[src/rtl/ov5640_cfg_sequencer.sv]
// OV5640 SCCB configuration sequencer: walks the register LUT and issues
// one I2C write per entry, with in-table delays, NACK retry and status.
module ov5640_cfg_sequencer #(
  parameter logic [7:0]  DEV_ADDR  = 8'h78,
  parameter int unsigned PWR_DLY   = 20'hFFFF0,
  parameter int unsigned GAP_CYC   = 16,
  parameter logic [15:0] DLY_MARK  = 16'hFFFF,
  parameter int unsigned DLY_UNIT  = 25000,
  parameter int unsigned MAX_RETRY = 3
) (
  input  logic        CLK_i,
  input  logic        rst,
  input  logic        start_i,
  output logic [9:0]  lut_index_o,
  input  logic [23:0] lut_data_i,
  input  logic [9:0]  lut_size_i,
  output logic        i2c_req_o,
  input  logic        i2c_ready_i,
  output logic [7:0]  i2c_dev_addr_o,
  output logic [15:0] i2c_reg_addr_o,
  output logic [7:0]  i2c_wdata_o,
  input  logic        i2c_done_i,
  input  logic        i2c_nack_i,
  output logic        busy_o,
  output logic        cfg_done_o,
  output logic        cfg_err_o,
  output logic [9:0]  err_index_o
);

  localparam logic [3:0] S_IDLE  = 4'd0;
  localparam logic [3:0] S_PWR   = 4'd1;
  localparam logic [3:0] S_FETCH = 4'd2;
  localparam logic [3:0] S_ISSUE = 4'd3;
  localparam logic [3:0] S_WAIT  = 4'd4;
  localparam logic [3:0] S_DELAY = 4'd5;
  localparam logic [3:0] S_GAP   = 4'd6;
  localparam logic [3:0] S_NEXT  = 4'd7;
  localparam logic [3:0] S_DONE  = 4'd8;
  localparam logic [3:0] S_ERR   = 4'd9;

  localparam int RW = (MAX_RETRY < 1) ? 1 : $clog2(MAX_RETRY + 1);
  localparam logic [RW-1:0] RMAX = RW'(MAX_RETRY);

  // Wait counters count down to zero, so load one less than the length.
  localparam logic [23:0] PWR_LD =
    (PWR_DLY > 0) ? 24'(PWR_DLY - 1) : 24'd0;
  localparam logic [23:0] GAP_LD =
    (GAP_CYC > 0) ? 24'(GAP_CYC - 1) : 24'd0;
  localparam logic [23:0] UNIT_W = 24'(DLY_UNIT);

  logic [3:0]    state;
  logic [23:0]   cnt;
  logic [9:0]    idx;
  logic [9:0]    idx_nx;
  logic [RW-1:0] retry;
  logic          pend;
  logic          boot;
  logic [23:0]   dly_ld;

  assign idx_nx = idx + 10'd1;
  assign dly_ld = {16'd0, lut_data_i[7:0]} * UNIT_W - 24'd1;

  assign lut_index_o    = idx;
  assign i2c_dev_addr_o = DEV_ADDR;
  assign i2c_req_o      = (state == S_ISSUE);
  assign busy_o = !(state == S_IDLE || state == S_DONE ||
                    state == S_ERR);

  always_ff @(posedge CLK_i) begin
    if (rst) begin
      state          <= S_IDLE;
      cnt            <= 24'd0;
      idx            <= 10'd0;
      retry          <= '0;
      pend           <= 1'b0;
      boot           <= 1'b1;
      i2c_reg_addr_o <= 16'd0;
      i2c_wdata_o    <= 8'd0;
      cfg_done_o     <= 1'b0;
      cfg_err_o      <= 1'b0;
      err_index_o    <= 10'd0;
    end else begin
      case (state)
        S_IDLE, S_DONE, S_ERR: begin
          if (boot || start_i) begin
            boot        <= 1'b0;
            cfg_done_o  <= 1'b0;
            cfg_err_o   <= 1'b0;
            err_index_o <= 10'd0;
            idx         <= 10'd0;
            retry       <= '0;
            pend        <= 1'b0;
            cnt         <= PWR_LD;
            state       <= S_PWR;
          end
        end
        S_PWR: begin
          if (cnt != 24'd0) begin
            cnt <= cnt - 24'd1;
          end else if (lut_size_i == 10'd0) begin
            cfg_done_o <= 1'b1;
            state      <= S_DONE;
          end else begin
            idx   <= 10'd0;
            state <= S_FETCH;
          end
        end
        S_FETCH: begin
          if (lut_data_i[23:8] == DLY_MARK) begin
            if (lut_data_i[7:0] == 8'd0) begin
              state <= S_NEXT;
            end else begin
              cnt   <= dly_ld;
              state <= S_DELAY;
            end
          end else begin
            i2c_reg_addr_o <= lut_data_i[23:8];
            i2c_wdata_o    <= lut_data_i[7:0];
            state          <= S_ISSUE;
          end
        end
        S_ISSUE: begin
          if (i2c_ready_i) state <= S_WAIT;
        end
        S_WAIT: begin
          if (i2c_done_i) begin
            cnt <= GAP_LD;
            if (!i2c_nack_i) begin
              retry <= '0;
              pend  <= 1'b0;
              state <= S_GAP;
            end else if (retry < RMAX) begin
              retry <= retry + 1'b1;
              pend  <= 1'b1;
              state <= S_GAP;
            end else begin
              cfg_err_o   <= 1'b1;
              err_index_o <= idx;
              state       <= S_ERR;
            end
          end
        end
        S_DELAY: begin
          if (cnt != 24'd0) cnt <= cnt - 24'd1;
          else              state <= S_NEXT;
        end
        S_GAP: begin
          if (cnt != 24'd0) cnt <= cnt - 24'd1;
          else              state <= pend ? S_ISSUE : S_NEXT;
        end
        S_NEXT: begin
          idx <= idx_nx;
          if (idx_nx == lut_size_i) begin
            cfg_done_o <= 1'b1;
            state      <= S_DONE;
          end else begin
            state <= S_FETCH;
          end
        end
        default: state <= S_IDLE;
      endcase
    end
  end

endmodule

[config.mk]
export PLATFORM = sky130hd
export DESIGN_NAME = ov5640_cfg_sequencer
export DESIGN_NICKNAME = d
export VERILOG_FILES = /design/src/rtl/ov5640_cfg_sequencer.sv
export SDC_FILE = /design/constraint.sdc
export NUM_CORES = 1
export LEC_CHECK = 0
export ABC_AREA = 1
export CORE_ASPECT_RATIO = 1.5
export CORE_MARGIN = 2
export CORE_UTILIZATION = 56
export DETAILED_ROUTE_END_ITERATION = 8
export HOLD_SLACK_MARGIN = 0.05
export PLACE_DENSITY_LB_ADDON = 0.12
export SLEW_MARGIN = 20
export SYNTH_ARGS = -nofsm -noshare
export SYNTH_HDL_FRONTEND = slang
export SYNTH_SLANG_ARGS = --single-unit
[constraint.sdc]
create_clock -name CLK_i -period 4.8 [get_ports CLK_i]
set_input_delay 0.96 -clock CLK_i [delete_from_list [all_inputs] [get_ports CLK_i]]
set_output_delay 0.96 -clock CLK_i [all_outputs]
set_load 0.01 [all_outputs]
# [Yosys cells after proc, flatten, opt, wreduce, memory -nomap -nowiden]
# Cells that the tools add are included.
[word_totals] input_bits=40 out_inout_bits=56 elab_cells=111 ff_bits=78
[op_classes] n_reduce_logical=21 bitwise_logic=1 n_addsub=4 mul=1 magnitude_cmp=1 n_eq_ne=26 n_mux=46
[ops] operator="$mux W24" n=5
[ops] operator="$pmux W24 S4" n=1
[ops] operator="$mux W10" n=6
[ops] operator="$mux W4" n=11
[ops] operator="$pmux W4 S8" n=1
[ops] operator="$pmux W10 S3" n=1
[ops] operator="$ne A2 B2 Y1 const B" n=12
[ops] operator="$reduce_bool A24 Y1" n=1
[ops] operator="$sub A23 B1 Y24 const B" n=1
[ops] operator="$sub A24 B1 Y24 const B" n=1
[ops] operator="$mul A8 B12 Y20 const B" n=1
[ops] operator="$pmux W10 S2" n=1
[ops] operator="$eq A16 B16 Y1 const B" n=1
[ops] operator="$eq A4 B3 Y1 const B" n=4
[ops] operator="$reduce_and A6 Y1" n=2
[ops] operator="$add A10 B1 Y10 const B" n=1
[ops] operator="$eq A10 B10 Y1" n=1
[ops] operator="$logic_not A10 Y1" n=1
[ops] operator="$mux W1" n=10
[ops] operator="$mux W2" n=5
[ops] operator="$reduce_and A5 Y1" n=2
[ops] operator="$eq A4 B2 Y1 const B" n=2
[ops] operator="$eq A4 B4 Y1 const B" n=2
[ops] operator="$logic_not A8 Y1" n=1
[ops] operator="19 further kinds" n=26

# [Logic depth before layout (Yosys ltp)]
# Gate-level depths: netlist of the first run.
[logic_depth] ltp_word=5 depth_mapped=25 ltp_nobuf=24

# [Worst setup path after synthesis of the first run]
# No wires, ideal clock.
[synth_path] path_type="input to register" startpoint="in lut_data_i[2]" endpoint="reg cnt[22]" slack_ns=0.498 required_ns=4.730 t_arrival_ns=4.231 setup_ns=0.070 cell_stages=21 cell_sequence="ha_1 -> ha_1 -> inv_1 -> fa_1 -> inv_1 -> fa_1 -> ha_1 -> buf_6 -> xnor2_1 -> nand2_1 -> nor2_1 -> nand3_1 -> nor2_4 -> nand2_2 -> nor2_4 -> nand2_1 -> nand2_1 -> nand3_1 -> nand2_1 -> nand2_1 -> a21oi_1"
[synth_between] elab_chain_cells=5
[synth_lines] item="start, declared" line="15" text="input logic [23:0] lut_data_i,"
[synth_lines] item="$mul A8 B12 Y20" line="61" text="assign dly_ld = {16'd0, lut_data_i[7:0]} * UNIT_W - 24'd1;"
[synth_lines] item="$sub A23 B1 Y24" line="61"
[synth_lines] item="$mux W24" line="110" text="if (lut_data_i[7:0] == 8'd0) begin"
[synth_lines] item="$mux W24" line="109" text="if (lut_data_i[23:8] == DLY_MARK) begin"
[synth_lines] item="$pmux W24 S4" line="83" text="case (state)"
[synth_lines] item="end signal, assigned" line="99" text="cnt <= cnt - 24'd1;"
[synth_lines] item="end signal, assigned" line="113" text="cnt <= dly_ld;"
[synth_lines] item="end signal, assigned" line="144" text="if (cnt != 24'd0) cnt <= cnt - 24'd1;"
[synth_lines] item="end, declared" line="52" text="logic [23:0] cnt;"
# Several ways; a longest one is shown, not always the timed one. The select of a mux whose other input is x is not followed.
# A chain may end at the register's enable or synchronous reset.

# [Final worst setup path of the first run]
[layout_path] startpoint="in lut_data_i[2]" endpoint="reg cnt[20]"
# The elaborated chain is that of the path after synthesis.

==> run metrics, run 1 <==
max-slew violations 0; Worst VDD drop 284 uV; synthesized area 6550 um2; CTS Buffer Depth 2; Num CTS Buffers 9; initial antenna violation count 0; most frequent cells in the layout nand2_1 (273), inv_1 (122), nor2_1 (92); Fillers 981; CTS root buf clkbuf_16; CP peak stage delay 590 ps; Site Rows 48; path type of the worst min-delay path reg -> reg; DR pass1 iterations 5; Worst EP required 5070 ps; CTS tree built; DP Area 7850 um2; Die Span Y 136 um; Post-Layout Inst Area 8310 um2; Clock Sink Count 78; Sw Share 45.8%; die footprint 12600 um2; DR WL/cell 13.8 um; Placeable Area 11500 um2; worst-path maximum fanout 5; DRC 0; Net count, final 1248; synthesized area per cell 6.49 um2; Clk Latency, worst-skew pair 340 ps; CTS clk-pin slew, worst paths 60 ps; cells on worst reg2reg path 11; internal power consumption 0.00228 W; Layout area overhead 26.7%; Combinational Power Share 59.6%; Multi-input gate area 4460 um2; slowest CP cell fa_1; Seq cells post-synth 78; most used cell, CP nand2_1; ys flop type dfxtp_1; Slew @ Worst Pin 1030 ps; outcome completed; Yosys cell types 49; Post-Syn Instances 1010; PortBufs 87; Psw 0.00193 W; GRT Util Overall 28.0%; pwr/cell area 506 nW/um2; max-cap violations 0; Slew headroom 31.2%; setup violators final 0; sequential power share 23.0%; H-tree levels 3; first-pass GRT wire length 28600 um; Setup TNS 0 ps; drt total wl 17800 um; Routed Antenna Nets 0; total grt overflow 0; Seq/Total Area, Yosys 23.8%; DR vias/cell 5.31; largest net degree at the start of global routing 41; share of cells above drive strength 1 12.2%; clock network power share 17.4%; synth top area cells dfxtp_1 (24%), nand2_1 (16%), ha_1 (11%), inv_1 (7.0%), a21oi_1 (5.8%); ant diodes 0; die span in x 92.3 um; Critical Path Sink Type register; I/O pin count 96; CP Data Arrival Time 4840 ps; HPWL after detailed placement 13800 um; hold depth 2; number of synthesis warnings 0; period utilisation layout 95.2%; Clock Skews 6.61 ps; total vias in the final route 6853; Inst Count DP 1274; vias in the first global route 6341; commonest non-fill, non-tap cell in the layout nand2_1; final hold viol count 0; FFs w/ async S/R, synth 0%; Sequential cell area 1560 um2; fin crit period 4570 ps; Post-synth EDFFs 0; area leader, netlist dfxtp_1; final RePlAce weighted congestion 0.936; final non-filler cell total 1291; initial core utilization 57.1%; FMAX 219 MHz; critical path type in -> reg; final core occ 72.4%; CP Launch Type input pin; first-iteration detailed-routing DRC count 374; cell leakage power 3.88 nW; Synth top area share 23.8%
power by group through the flow:
stage                     Combinational, W  Sequential [W]  Clock, W
after floorplan                    0.00159        0.000981         0
after global placement             0.00235        0.000967         0
after detailed placement           0.00238        0.000969         0
after CTS                          0.00240        0.000959  0.000742
after global routing               0.00278        0.000989  0.000766
final                              0.00250        0.000964  0.000732
synth_stat cells (2+ instances only):
library cell and count:
nor2_2 4, clkbuf_1 12, nor2_1 101, a211oi_1 2, or2_2 11, o211ai_1 3
ha_1 60, fa_1 12, nand3b_1 2, conb_1 2, inv_1 123, nor3_1 13
xor2_1 10, nor2_4 5, nand4_1 23, o21ai_0 42, buf_6 3, nand2_2 9
a21oi_1 76, nor4_1 6, buf_2 5, a31oi_1 7, and2_1 2, nand3_2 3
o21ai_1 2, buf_4 10, nand2_1 277, nand3_1 70, a21o_1 2, xnor2_1 9
nor3_2 3, dfxtp_1 78, inv_2 7
worst paths after layout:
kind	startpoint	to	slack, ps
worst max register to register	state[1]	cnt[16]	2030
worst max-delay path	lut_data_i[2]	cnt[20]	230
worst min-delay path	cfg_done_o	cfg_done_o	450
worst min register to register	cfg_done_o	cfg_done_o	450
layout make-up:
cell class	instances	area share, %
Multi-Input combinational cell	775	53.8
Sequential cell	78	18.8
Timing Repair Buffer	141	15.4
Inverter	131	5.92
Clock buffer	9	2.71
Tap cell	150	2.26
Clock inverter	7	1.16
metal layers:
| metal | up-vias | routed length (um) | part of all wire [%] | global-route usage [%] |
|---|---|---|---|---|
| met5 | - | 0 | 0 | 0 |
| li1 | 3517 | - | - | - |
| met1 | 3135 | 6920 | 39 | 30.0 |
| met4 | 0 | 584 | 3.3 | 12.4 |
| met3 | 42 | 476 | 2.7 | 3.08 |
| met2 | 159 | 9830 | 55 | 54.5 |
flip-flops by register name, summed over array words and instances, names as in the netlist:
signal and flops:
pend 1, cfg_err_o 1, i2c_wdata_o 8, state 4, cnt 24, boot 1, cfg_done_o 1, lut_index_o 10
i2c_reg_addr_o 16, retry 2, err_index_o 10
through the flow:
stage / worst slack, ps / hold WS [ps] / power (W)
final: 230 / 448 / 0.00420
after detailed placement: -296 / 440 / 0.00335
after floorplan: 498 / 425 / 0.00257
after CTS: 50.1 / 449 / 0.00410
after global routing: -10.7 / 483 / 0.00454
after global placement: -212 / 438 / 0.00332
worst max-delay path, delay by kind of cell:
family | cells | cell delay [ps]
and+or+nand+nor | 15 | 1260
adders and majority gates | 5 | 1720
AOI/OAI and AO/OA | 1 | 130
buffers and inverters | 4 | 780
cell families after synthesis:
group                      count (synthesis)  synth area share, %
adders and majority gates                 72                 15.1
other                                      2                0.115
xor gates and xnor gates                  20                 2.88
DFF                                       78                 23.8
buffers and inverters                    163                 10.4
AOI/OAI and AO/OA                        141                 11.5
and+or+nand+nor                          534                 36.2
what timing repair did:
action,4_1_cts,5_1_grt
endpoints found under the setup margin,0,11
setup buffers,0,1
resized for setup,0,27
endpoints found under the hold margin,0,0
hold buffers,0,0
Note: power is estimated with default switching activity, not from simulation.
==> run 2: changes to the inputs <==
Settings changed: ABC_AREA 1 to default, CORE_ASPECT_RATIO 1.5 to default, CORE_UTILIZATION 56 to 55.
==> run 2 against run 1 <==
Synthesized area down 6.1%. Global-route usage rose by 1.9 points. Count of clock-buffer cells in the layout stayed put. Die area is 4.4% lower. Highest routed layer unchanged. Critical path type unchanged. Sequential share of layout area rose by 0.14 points. Routed wire length rose by 0.85%. Synthesized cell count shrank 23%. Fmax shrank 2.7%.
==> run metrics, run 2 <==
cells on worst reg2reg path 10 (was 11); Routed Antenna Nets 0 (unchanged); FFs w/ async S/R, synth 0% (unchanged); CTS tree built (unchanged); R2R setup slack 1760 ps (was 2030 ps); synthesized area per cell 7.90 um2 (was 6.49 um2); final RePlAce weighted congestion 0.915 (was 0.936); synth top area cells dfxtp_1 (25%), ha_1 (12%), a21oi_1 (6.1%), nand2_1 (5.9%), fa_1 (3.9%) (was dfxtp_1 (24%), nand2_1 (16%), ha_1 (11%), inv_1 (7.0%), a21oi_1 (5.8%)); DR pass1 iterations 5 (unchanged); vias in the first global route 6018 (was 6341); CP Buf/Inv Count 1 (was 4); setup violators final 0 (unchanged); ys flop type dfxtp_1 (unchanged); largest net degree at the start of global routing 40 (was 41); Slew @ Worst Pin 851 ps (was 1030 ps); Die Span Y 110 um (was 136 um); setup ws final 103 ps (was 230 ps); total grt overflow 0 (unchanged); slowest CP cell fa_1 (unchanged); cell leakage power 3.34 nW (was 3.88 nW); GRT Util Overall 29.9% (was 28.0%); max-cap violations 0 (unchanged); CTS Hold Bufs 0 (unchanged); Slew headroom 42.8% (was 31.2%); CP Launch Type input pin (unchanged); worst-path cell chain dlymetal6s2s_1, ha_4, fa_1, fa_1, ha_4, ha_4, nand4_1, a211oi_4, nor3_2, or3_4, a221oi_4, nand3_1, or4_4, a21oi_2; Site Rows 38 (was 48); Tot Pwr 0.00410 W (was 0.00420 W); share of cells above drive strength 1 18.0% (was 12.2%); commonest non-fill, non-tap cell in the layout buf_4 (was nand2_1); Worst VDD drop 476 uV (was 284 uV); cell family with most CP delay adder cells (unchanged); number of synthesis warnings 0 (unchanged); PortBufs 87 (unchanged); final hold viol count 0 (unchanged); Worst EP required 5100 ps (was 5070 ps); ant diodes 0 (unchanged); period utilisation layout 97.9% (was 95.2%); Synth top area share 25.4% (was 23.8%); CP peak stage delay 570 ps (was 590 ps); I/O pin count 96 (unchanged); fin crit period 4700 ps (was 4570 ps); most common cell in the synthesized netlist nand2_1 (unchanged); hold depth 2 (unchanged); pre-CTS worst setup slack -754 ps (was -296 ps); most used cell, CP ha_4 (was nand2_1); max FFs per register 24 (unchanged); total vias in the final route 6429 (was 6853); FMAX 213 MHz (was 219 MHz); Net count, final 1044 (was 1248); Post-synth top cells nand2_1 (96), dfxtp_1 (78), a21oi_1 (75), ha_1 (60), nor2_1 (56) (was nand2_1 (277), inv_1 (123), nor2_1 (101), dfxtp_1 (78), a21oi_1 (76)); top flop regs cnt x24, i2c_reg_addr_o x16 (unchanged); Yosys cell types 66 (was 49); Seq/Total Area, Yosys 25.4% (was 23.8%); Clock Sink Count 78 (unchanged); HPWL after detailed placement 13200 um (was 13800 um); DR vias/cell 5.97 (was 5.31); die span in x 110 um (was 92.3 um); outcome completed (unchanged); Clk Latency, worst-skew pair 370 ps (was 340 ps); Seq cells post-synth 78 (unchanged); area leader, netlist dfxtp_1 (unchanged); CP Data Arrival Time 5000 ps (was 4840 ps); initial antenna violation count 0 (unchanged); CTS root buf clkbuf_8 (was clkbuf_16); hold_ws 455 ps (was 448 ps); CTS Buffer Depth 2 (unchanged); first-pass GRT wire length 28700 um (was 28600 um); unrepaired setup endpoints after global routing no; most frequent cells in the layout buf_4 (96), nand2_1 (95), dfxtp_1 (78), clkdlybuf4s50_1 (78), a21oi_1 (72) (was nand2_1 (273), inv_1 (122), nor2_1 (92)); pwr/cell area 498 nW/um2 (was 506 nW/um2); Hold Startpoint boot (was cfg_done_o); Post-synth EDFFs 0 (unchanged); drt total wl 18000 um (was 17800 um); DRC 0 (unchanged); DR WL/cell 16.7 um (was 13.8 um); Reg2Reg Capture Point cnt[23] (was cnt[16]); Placeable Area 10900 um2 (was 11500 um2); Critical Path Sink Type register (unchanged); critical path type in -> reg (unchanged); Hold Path End boot (was cfg_done_o); reg-to-reg critical path startpoint cnt[0] (was state[1]); worst-path maximum fanout 3 (was 5); Post-Syn Instances 779 (was 1010); max-slew violations 0 (unchanged); die footprint 12000 um2 (was 12600 um2); synthesized area 6150 um2 (was 6550 um2); Clock Skews 11.1 ps (was 6.61 ps); CTS clk-pin slew, worst paths 90 ps (was 60 ps); initial core utilization 56.5% (was 57.1%); Layout area overhead 34.0% (was 26.7%); H-tree levels 3 (unchanged); path type of the worst min-delay path reg -> reg (unchanged); largest reg by FF count cnt (unchanged); first-iteration detailed-routing DRC count 623 (was 374); Num CTS Buffers 9 (unchanged); Fillers 785 (was 981)
-- run 2: cell types whose count changed after synthesis, moves of 15 or more --
cell | before | now
nor3_1 | 13 | 28
nand3_1 | 70 | 28
nor2_1 | 101 | 56
inv_1 | 123 | 19
clkbuf_1 | 12 | 36
nand2_1 | 277 | 96
-- run 2: how the worst max path moves through the flow --
stage	depth (start not counted)	slack (ps)	start	endpoint
after detailed placement	17	-750	lut_data_i[2]	cnt[23]
final	14	100	lut_data_i[5]	cnt[23]
after floorplan	15	2	lut_data_i[6]	cnt[23]
after CTS	14	0.7	lut_data_i[5]	cnt[23]
after global placement	17	-640	lut_data_i[2]	cnt[23]
after global routing	16	0.1	lut_data_i[2]	cnt[23]
-- run 2: cell type report --
| type | instances | area, um2 | share of cell area [%] |
|---|---|---|---|
| inverter | 19 | 71.3 | 0.865 |
| sequential | 78 | 1560 | 18.9 |
| clock buffer | 9 | 124 | 1.50 |
| tap | 140 | 175 | 2.13 |
| clock inverter | 7 | 103 | 1.24 |
| multi-input combinational | 641 | 4620 | 56.1 |
| timing repair buffer | 183 | 1590 | 19.2 |
-- run 2: cell families (layout without fill, tap and decap cells) --
kind of cell,after synthesis,count (layout),share of synthesized area [%]
DFF,78,78,25.4
adders and majority gates,72,72,16.1
buffers and inverters,66,218,4.58
AOI/OAI and AO/OA,209,209,22.5
muxes,4,4,0.651
and+or+nand+nor,304,304,24.4
xor gates and xnor gates,44,44,6.26
other,2,8,0.122
-- run 2: where the power goes --
part,leakage [nW],switching (W),internal (W)
sequential,0.637,0.000161,0.000787
combinational,2.59,0.00138,0.00120
clock,0.111,0.000276,0.000299
total,3.34,0.00182,0.00229
-- run 2: repair_timing --
action	in CTS	in global routing
setup buffers	3	4
endpoints found under the setup margin	11	9
gates resized for setup	39	27
pin swaps	15	23
-- run 2: worst reg2reg max path, cell delays in order, from the launching register on --
cell and delay (ps):
dfxtp_1 350, inv_1 70, ha_1 200, nor3b_1 440, nand3_1 370, or3_1 450, and3b_1 210, and2_0 300
a21o_1 220, a22oi_1 220, a21oi_2 80
-- run 2: through the flow --
step	TNS, ps	instances	utilization (%)	cell area, um2
3_3_place_gp	-5980	1056	71.0	7730
6_report	0	1077	75.7	8240
3_5_place_dp	-7250	1056	71.0	7730
2_1_floorplan	0	785	-	6220
5_1_grt	0	1077	75.7	8240
4_1_cts	0	1075	75.1	8180
-- run 2: layer usage --
layer  GRT usage (%)  part of all wire, %  vias to the layer above
met4            9.76                  1.7                        0
met5               0                    0                        -
met3            6.11                  7.2                       32
met2            48.9                   48                      237
met1            39.4                   43                     3019
li1                -                    -                     3141
==> run 3: changes to the inputs <==
Settings changed: CORE_MARGIN 2 to 5.
==> run 3 against run 2 <==
The run now ends with negative setup slack left. Combinational power increased by 2%. Die area increased by 11%. Cell count is 0.56% higher. Design area about the same. Critical path depth rose by 3. Global-route usage down 1.8 points. Worst hold slack got worse by 1.3 ps. Critical path type unchanged.
==> run metrics, run 3 (synthesis gave the netlist of run 2 again) <==
first-iteration detailed-routing DRC count 521 (was 623); clock network power share 11.4% (was 14.0%); fin crit period 4820 ps (was 4700 ps); largest reg by FF count cnt (unchanged); share of cells above drive strength 1 18.6% (was 18.0%); period utilisation layout 101% (was 97.9%); Post-Layout Inst Area 8240 um2 (about the same); HPWL after detailed placement 14000 um (was 13200 um); Worst EP required 5090 ps (was 5100 ps); H-tree levels 3 (unchanged); die footprint 13400 um2 (was 12000 um2); unrepaired setup endpoints after global routing yes (was no); initial core utilization 56.5% (unchanged); Die Span Y 116 um (was 110 um); GRT Util Overall 28.1% (was 29.9%); setup ws final -24.5 ps (was 103 ps); total grt overflow 0 (unchanged); pwr/cell area 491 nW/um2 (was 498 nW/um2); max-slew violations 0 (unchanged); hold_ws 453 ps (was 455 ps); Critical Path Sink Type register (unchanged); initial antenna violation count 0 (unchanged); Psw 0.00185 W (was 0.00182 W); final core occ 75.7% (about the same); outcome finished, violations left (was completed); Routed Antenna Nets 0 (unchanged); top flop regs cnt x24, i2c_reg_addr_o x16 (unchanged); vias in the first global route 6434 (was 6018); CTS Buffer Depth 2 (unchanged); CTS clk-pin slew, worst paths 80 ps (was 90 ps); Net count, final 1050 (was 1044); internal power consumption 0.00219 W (was 0.00229 W); final hold viol count 0 (unchanged); PortBufs 87 (unchanged); CTS root buf clkbuf_8 (unchanged); drt total wl 19800 um (was 18000 um); first-pass GRT wire length 30600 um (was 28700 um); I/O pin count 96 (unchanged); Layout area overhead 33.9% (was 34.0%); final RePlAce weighted congestion 0.952 (was 0.915); Slew @ Worst Pin 887 ps (was 851 ps); ant diodes 0 (unchanged); Site Rows 38 (unchanged); DR WL/cell 18.3 um (was 16.7 um); largest net degree at the start of global routing 41 (was 40); cell leakage power 3.34 nW (about the same); setup violators final 1 (was 0); Setup TNS -24.5 ps (was 0 ps); Combinational Power Share 65.1% (was 62.9%); Clock Skews 9.79 ps (was 11.1 ps); commonest non-fill, non-tap cell in the layout buf_4 (unchanged); FMAX 207 MHz (was 213 MHz); CTS tree built (unchanged); Worst VDD drop 310 uV (was 476 uV); max FFs per register 24 (unchanged); path type of the worst min-delay path reg -> reg (unchanged); DRC 0 (unchanged); total vias in the final route 6559 (was 6429); Num CTS Buffers 9 (unchanged); Placeable Area 10900 um2 (unchanged); Fillers 775 (was 785); CP Launch Type input pin (unchanged); DP Area 7720 um2 (was 7730 um2); most frequent cells in the layout buf_4 (100), nand2_1 (95), dfxtp_1 (78), clkdlybuf4s50_1 (78), a21oi_1 (73) (was buf_4 (96), nand2_1 (95), dfxtp_1 (78), clkdlybuf4s50_1 (78), a21oi_1 (72)); DR vias/cell 6.06 (was 5.97); critical path type in -> reg (unchanged); Clock Sink Count 78 (unchanged); failing checks negative setup slack; Sw Share 45.8% (was 44.3%); Slew headroom 40.9% (was 42.8%); worst-path maximum fanout 5 (was 3); Clk Latency, worst-skew pair 370 ps (about the same); CTS Hold Bufs 0 (unchanged); DR pass1 iterations 5 (unchanged); sequential power share 23.5% (was 23.1%); die span in x 116 um (was 110 um); max-cap violations 0 (unchanged); CP Data Arrival Time 5120 ps (was 5000 ps)
run 3: repair_timing:
item,CTS,global route
pin swaps,14,22
resized for setup,38,32
buffers inserted,5,8
endpoints found under the setup margin,11,8
run 3: metal layers:
metal	global-route usage, %	routed length [um]
met1	34.5	7830
met2	46.5	9770
met3	7.62	1510
met4	12.2	709
met5	0	0
run 3: power groups by stage:
stage	registers (W)	logic (W)	clock network (W)
floorplan	0.000920	0.00153	0
global placement	0.000947	0.00225	0
detailed placement	0.000959	0.00233	0
CTS	0.000943	0.00246	0.000471
global route	0.000972	0.00286	0.000497
finish	0.000951	0.00263	0.000463
run 3: path summary, 6_finish.rpt:
kind / start / end / slack [ps] / depth (start not counted)
setup / recovery: lut_data_i[4] / cnt[23] / -20 / 17
hold / removal: boot / boot / 450 / 2
setup reg to reg: cnt[0] / cnt[23] / 1560 / 10
hold reg to reg: boot / boot / 450 / 2
run 3: through the flow:
step           power, W  setup slack [ps]  cells
6_report        0.00405             -24.5   1083
2_1_floorplan   0.00245              1.70    785
4_1_cts         0.00388              5.19   1076
5_1_grt         0.00433              -155   1083
3_3_place_gp    0.00319              -610   1055
3_5_place_dp    0.00329              -759   1055
run 3: worst max-delay path, cell delays in order:
cell and delay (ps):
buf_4 140, ha_4 250, ha_4 260, inv_1 40, fa_1 500, inv_1 50
fa_1 430, ha_4 270, a21oi_2 260, a211oi_4 110, buf_4 160, o31a_1 320
a221oi_2 330, xor2_1 230, nand3_1 110, or4_4 540, a21oi_2 140
run 3: cell type report:
cell class                      instances  area, um2  share of cell area (%)
Inverter                               19       71.3                   0.866
Clock inverter                          7       56.3                   0.683
Timing Repair Buffer                  189       1620                    19.7
Sequential cell                        78       1560                    19.0
Multi-Input combinational cell        641       4630                    56.2
Clock buffer                            9        124                    1.50
Tap cell                              140        175                    2.13
